**config.mk**
```make
export PLATFORM = sky130hd
export DESIGN_NAME = dec_4to16
export DESIGN_NICKNAME = d
export VERILOG_FILES = /design/src/rtl/dec_4to16.sv
export SDC_FILE = /design/constraint.sdc
export NUM_CORES = 1
export LEC_CHECK = 0
export CAP_MARGIN = 20
export CORE_AREA = 2 2 39 41
export CTS_CLUSTER_DIAMETER = 150
export CTS_CLUSTER_SIZE = 12
export DETAILED_ROUTE_END_ITERATION = 10
export DIE_AREA = 0 0 41 43
export GPL_TIMING_DRIVEN = 1
export MAX_ROUTING_LAYER = met4
export PLACE_DENSITY_LB_ADDON = 0.2
export SLEW_MARGIN = 10
export SYNTH_ARGS = -nofsm -noshare
export SYNTH_HDL_FRONTEND = slang
export SYNTH_SLANG_ARGS = --single-unit
```
**constraint.sdc**
```tcl
create_clock -name clk -period 2.5 [get_ports clk]
set_input_delay 0.375 -clock clk [delete_from_list [all_inputs] [get_ports clk]]
set_output_delay 0.375 -clock clk [all_outputs]
set_load 0.02 [all_outputs]
```
**src/rtl/dec_4to16.sv**
```systemverilog
// -----------------------------------------------------------------------------
// dec_4to16 -- registered 4-to-16 one-hot decoder with enable
//
// Purpose
//   Turns a 4-bit binary select into a 16-bit one-hot word for chip-select or
//   row-select logic downstream. The decoded word is registered, so y follows
//   en/w with exactly one cycle of latency. A new code is taken every cycle.
//
// Parameters
//   ACTIVE_LOW  0: the selected line is 1 and all other lines are 0
//               1: the selected line is 0 and all other lines are 1
//
// Ports
//   clk  in   1       system clock, all state updates on the rising edge
//   rst  in   1       synchronous, active-high reset (priority over en and w)
//   en   in   1       decode enable; 0 drives every line inactive
//   w    in   4       binary select code, 0..15
//   y    out  [0:15]  registered decoded lines; y[0] is the leftmost (MSB)
//   err  out  1       sticky one-hot check error; present only in the
//                     DEC_4TO16_ONEHOT_CHK_EN build
//
// Interface timing
//   No handshake. The decoder is always ready: each rising edge with rst=0
//   captures en/w, and the result appears on y after that edge.
//
// Build option
//   DEC_4TO16_ONEHOT_CHK_EN defined : adds err and a registered checker that
//                                     watches y against the en that made it.
//   DEC_4TO16_ONEHOT_CHK_EN undefined: no err port and no checker logic.
//   The decode path is the same in both builds.
// -----------------------------------------------------------------------------
module dec_4to16 #(
    parameter bit ACTIVE_LOW = 1'b0
) (
    input  logic        clk,
    input  logic        rst,
    input  logic        en,
    input  logic [3:0]  w,
    output logic [0:15] y
`ifdef DEC_4TO16_ONEHOT_CHK_EN
    ,
    output logic        err
`endif
);

    // Pattern with no line selected, in the configured polarity.
    localparam logic [0:15] INACTIVE = ACTIVE_LOW ? 16'hFFFF : 16'h0000;

    // Active-high one-hot word. Because the vector is declared [0:15],
    // code 0 lands on the leftmost bit and code 15 on the rightmost.
    logic [0:15] onehot;
    logic [0:15] y_next;

    always_comb begin
        onehot = '0;
        if (en) begin
            onehot[w] = 1'b1;
        end
    end

    // Fold in the output polarity before the register, so y comes straight
    // off a flop with no logic after it.
    always_comb begin
        y_next = ACTIVE_LOW ? ~onehot : onehot;
    end

    always_ff @(posedge clk) begin
        if (rst) begin
            y <= INACTIVE;
        end else begin
            y <= y_next;
        end
    end

`ifdef DEC_4TO16_ONEHOT_CHK_EN
    // The checker looks at the y now on the register. That y was produced by
    // the en captured at the same edge, so en is delayed by one cycle to line
    // up with it. After reset, y is inactive, which matches en_q = 0.
    logic        en_q;
    logic [15:0] act_bits;
    logic        is_onehot;
    logic        is_inactive;
    logic        bad;

    always_comb begin
        // Bring y to active-high form so one test covers both polarities.
        act_bits    = ACTIVE_LOW ? ~y : y;
        // Exactly one bit set: nonzero, and clearing the lowest set bit
        // leaves nothing.
        is_onehot   = (act_bits != 16'h0000) &&
                      ((act_bits & (act_bits - 16'd1)) == 16'h0000);
        is_inactive = (y == INACTIVE);
        bad         = en_q ? !is_onehot : !is_inactive;
    end

    always_ff @(posedge clk) begin
        if (rst) begin
            en_q <= 1'b0;
            err  <= 1'b0;
        end else begin
            en_q <= en;
            // Sticky: once set, err holds until the next reset.
            if (bad) begin
                err <= 1'b1;
            end
        end
    end
`endif

endmodule

```
==> impl_metrics.json, run 1 <==
{
  "status": "finished, final reports clean",
  "worstPathArrival_ns": 1.19,
  "synth_top_area_share": 0.709,
  "cap_viol_max_count": 0,
  "postCtsSetupRepairBufs": 0,
  "io_pins": 23,
  "ir_drop_mv": 0.231,
  "drc": 0,
  "synth.area.top_cells": "dfxtp_1 71%, nor2_1 10%, nand4bb_1 5.0%",
  "leakage_nw": 0.263,
  "cp.depth": 1,
  "slew_headroom": 0.826,
  "regMostFlops": "y",
  "cp_data_required_time_ns": 2.12,
  "post-synth-top-area-cell": "dfxtp_1",
  "antenna_cells": 0,
  "io_buffer_count": 22,
  "synth.avg_cell_area_um2": 11.6,
  "dr.pass1.iters": 2,
  "ys_types": 9,
  "drt_iter0_markers": 4,
  "finalCritPeriodShare": 0.626,
  "clkSinkCount": 16,
  "cpLargestDelayFamily": "buffers and inverters",
  "rsz0062_at_grt": "false",
  "finalHoldViolCount": 0,
  "fin_tns_setup_ns": 0,
  "grt_pass1_vias": 319,
  "fp.dieW_um": 41,
  "start_util": 0.326,
  "cp_slowest_stage_delay_ns": 0.60,
  "setup_viol": 0,
  "drive_above_1_share": 0.0923,
  "startpoint_type": "flip-flop",
  "die-area_mm2": 0.00176,
  "worst_hold_slack_ns": 0.823,
  "power_density_mw_per_mm2": 617,
  "synth_edf_count": 0,
  "fin_total_pwr_mw": 0.449,
  "synthFlopType": "dfxtp_1",
  "timing.final.crit_period_ns": 1.57,
  "max_slew.worst_pin.slew_ns": 0.261,
  "crit_fanout": 1,
  "reg.largest.list": "y (16)",
  "stdcell_area_um2": 728,
  "grt.overflow.total": 0,
  "antenna_found_initial": 0,
  "cts_tree": "done",
  "drtAntennaViolNets": 0,
  "end_kind": "output pin",
  "routabilityCongestion": 0.736,
  "netlist_area_um2": 452,
  "cts_buffers": 3,
  "cts_max_path_buffers": 2,
  "cpMaxStageDelayCell": "clkdlybuf4s50_1",
  "synthTopCellsByCount": "16 x dfxtp_1, 12 x nor2_1, 3 x nor3_1",
  "synth_most_common_cell": "dfxtp_1",
  "cts_hold_buf": 0,
  "fin_nets": 73,
  "async_flop_share": 0,
  "yosys_warnings": 0,
  "instances_no_fill": 81,
  "routed-via-count": 363,
  "crit_path_cell_trace": "clkdlybuf4s50_1",
  "critPathKind": "reg2out",
  "pre_cts_slack_ns": 0.905,
  "post-route-util": 0.526,
  "final_max_slew_viol_count": 0,
  "max_freq_ghz": 0.639,
  "synth-seq-area-share": 0.709,
  "largest_reg_flops": 16,
  "core.rowCount": 14,
  "grt_usage": 0.107,
  "htreeDepth": 1,
  "syn-instance-count": 39,
  "core_mm2": 0.00138,
  "crit_buf_inv": 1,
  "hp-class": "in2reg",
  "place_inst": 77,
  "final.setup.worst_slack_ns": 0.934,
  "wl_per_cell_um": 9.79,
  "syn_to_final_growth_pct": 61.2,
  "avgViaCountPerCell": 4.48,
  "root_buffer": "clkbuf_4",
  "fill_cells": 141,
  "cts.repair.resized": 0,
  "register_area_um2": 320,
  "finalWirelength_um": 793,
  "die_h_um": 43,
  "synth-seq-cells": 16,
  "post_dp_cell_area_um2": 692,
  "grt_max_degree": 10,
  "dp_hpwl_um": 629,
  "syn_nets": 46,
  "grt_first_pass_wirelength_um": 1230,
  "multiInputGateArea_um2": 131,
  "path_clk_slew_ns": 0.09,
  "hold_depth": 2
}
[placed cells by master, fill, tap and decap left out, drive strengths merged]
master         instances
nor2                  12
clkdlybuf4s50         22
or4b                   1
nand2b                 2
nand4bb                2
nand4b                 1
nand2                  1
dfxtp                 16
nor3                   4
clkbuf                 4
[final cells by class]
type	count	share of cell area
repair buffers	22	0.302
flip-flops and latches	16	0.440
clock buffers	4	0.0498
well taps	16	0.0275
multi-input cells	23	0.180
[metal layers]
metal,up-vias,wire (µm),global-route usage
li1,183,-,-
met1,161,335,0.122
met2,17,385,0.159
met3,2,68,0.0314
met4,0,4,0.0600
met5,-,0,-
[logic make-up after synthesis]
kind of cell     Yosys count  share of synthesized area
flip-flops                16                      0.709
AND/OR/NAND/NOR           23                      0.291
[power by group]
group / switching, mW / internal (mW)
Combinational: 0.0153 / 0.0166
Sequential: 0.000610 / 0.257
Clock: 0.0713 / 0.0884
[final timing paths]
kind	from	end	slack [ns]
max	y[12]	y[12]	0.93
min	w[0]	y[0]	0.82
Power figures use the tool's default switching activity.
==> inputs of run 2 (changes only) <==
--- a/config.mk
+++ b/config.mk
@@ -6,11 +6,11 @@
 export NUM_CORES = 1
 export LEC_CHECK = 0
 export CAP_MARGIN = 20
-export CORE_AREA = 2 2 39 41
+export CORE_MARGIN = 2
+export CORE_UTILIZATION = 32
 export CTS_CLUSTER_DIAMETER = 150
 export CTS_CLUSTER_SIZE = 12
 export DETAILED_ROUTE_END_ITERATION = 10
-export DIE_AREA = 0 0 41 43
 export GPL_TIMING_DRIVEN = 1
 export MAX_ROUTING_LAYER = met4
 export PLACE_DENSITY_LB_ADDON = 0.2
==> constraint.sdc (replaced) <==
create_clock -name clk -period 1.4 [get_ports clk]
set_input_delay 0.21 -clock clk [delete_from_list [all_inputs] [get_ports clk]]
set_output_delay 0.21 -clock clk [all_outputs]
set_load 0.02 [all_outputs]
==> impl_metrics.json, run 2 (synthesis results as in run 1) <==
{
  "grt_max_degree": 10,
  "grt_usage": 0.110,
  "avgViaCountPerCell": 4.52,
  "fin_total_pwr_mw": 0.807,
  "reg.largest.list": "y (16)",
  "drc": 0,
  "drt_iter0_markers": 6,
  "slew_headroom": 0.830,
  "root_buffer": "clkbuf_4",
  "io_pins": 23,
  "syn_to_final_growth_pct": 59.8,
  "routed-via-count": 371,
  "finalHoldViolCount": 0,
  "htreeDepth": 1,
  "regMostFlops": "y",
  "dp_hpwl_um": 648,
  "cts.repair.resized": 16,
  "rsz0062_at_grt": "false",
  "cap_viol_max_count": 0,
  "drive_above_1_share": 0.119,
  "worstPathArrival_ns": 1.36,
  "power_density_mw_per_mm2": 1120,
  "post-route-util": 0.548,
  "fin_nets": 75,
  "cpMaxStageDelayCell": "or4b_4",
  "core_mm2": 0.00132,
  "cts_max_path_buffers": 2,
  "cp_data_required_time_ns": 1.61,
  "finalWirelength_um": 790,
  "critPathKind": "in2reg",
  "dr.pass1.iters": 4,
  "start_util": 0.343,
  "clkSinkCount": 16,
  "fill_cells": 124,
  "timing.final.crit_period_ns": 1.15,
  "cts_hold_buf": 0,
  "fp.dieW_um": 41.6,
  "cts_tree": "done",
  "setup_viol": 0,
  "mostFrequentLayoutCells": "16 x dlygate4sd2_1, 16 x dfxtp_1, 12 x nor2_1, 6 x clkdlybuf4s50_1",
  "max_slew.worst_pin.slew_ns": 0.254,
  "antenna_found_initial": 0,
  "finalCritPeriodShare": 0.820,
  "antenna_cells": 0,
  "hp-class": "in2reg",
  "startpoint_type": "primary input",
  "wl_per_cell_um": 9.63,
  "cts_buffers": 3,
  "status": "finished, final reports clean",
  "cp_slowest_stage_delay_ns": 0.58,
  "die_h_um": 41.6,
  "max_freq_ghz": 0.871,
  "multiInputGateArea_um2": 131,
  "leakage_nw": 0.349,
  "postCtsSetupRepairBufs": 0,
  "drtAntennaViolNets": 0,
  "register_area_um2": 320,
  "crit_fanout": 4,
  "crit_path_cell_trace": "clkdlybuf4s50_1 > or4b_4 > nor2_1",
  "largest_reg_flops": 16,
  "io_buffer_count": 22,
  "ir_drop_mv": 0.571,
  "grt.overflow.total": 0,
  "end_kind": "flip-flop",
  "final_max_slew_viol_count": 0,
  "core.rowCount": 13,
  "path_clk_slew_ns": 0.09,
  "grt_first_pass_wirelength_um": 1390,
  "routabilityCongestion": 0.668,
  "die-area_mm2": 0.00173,
  "grt_pass1_vias": 359
}
[run 2: cell count changes in the layout (fill, tap and decap cells not counted)]
cell,change
clkdlybuf4s50_1,-16
dlygate4sd2_1,+16
buf_4,+2
[run 2: where the power goes]
part / switching, mW / leakage, nW / internal [mW]
logic: 0.0279 / 0.199 / 0.0300
registers: 0.000821 / 0.129 / 0.459
clock network: 0.131 / 0.0210 / 0.158
[run 2: routing by layer]
metal	part of all wire	vias to the layer above	track usage
met5	0	-	-
met4	0	0	0.0387
met3	0.10	0	0.0696
met2	0.47	19	0.178
met1	0.42	165	0.106
li1	-	187	-
[run 2: critical path, delay by kind of cell]
family | cells | cell delay (ns)
and+or+nand+nor | 2 | 0.70
buffers and inverters | 1 | 0.45
[run 2: area by class of cell]
class                      instances  area share
clock buffer                       4      0.0503
multi-input combinational         23       0.182
sequential                        16       0.444
tap                               15      0.0260
timing repair buffer              24       0.298
[run 2: path summary, 6_finish.rpt]
kind,from,to,slack (ns),depth (start not counted)
setup / recovery,w[3],y[1],0.25,3
hold / removal,en,y[0],0.63,3
[run 2: through the flow]
stage / instances / hold slack [ns] / TNS, ns / setup slack [ns] / instance area (µm²)
5_1_grt: 82 / 0.643 / 0 / 0.220 / 722
4_1_cts: 82 / 0.626 / 0 / 0.253 / 722
3_5_place_dp: 78 / 0.932 / -0.0943 / -0.0461 / 706
6_report: 82 / 0.634 / 0 / 0.252 / 722
3_3_place_gp: 78 / 0.931 / -0.0314 / -0.0214 / 706
2_1_floorplan: 39 / 0.279 / 0 / 0.482 / 452
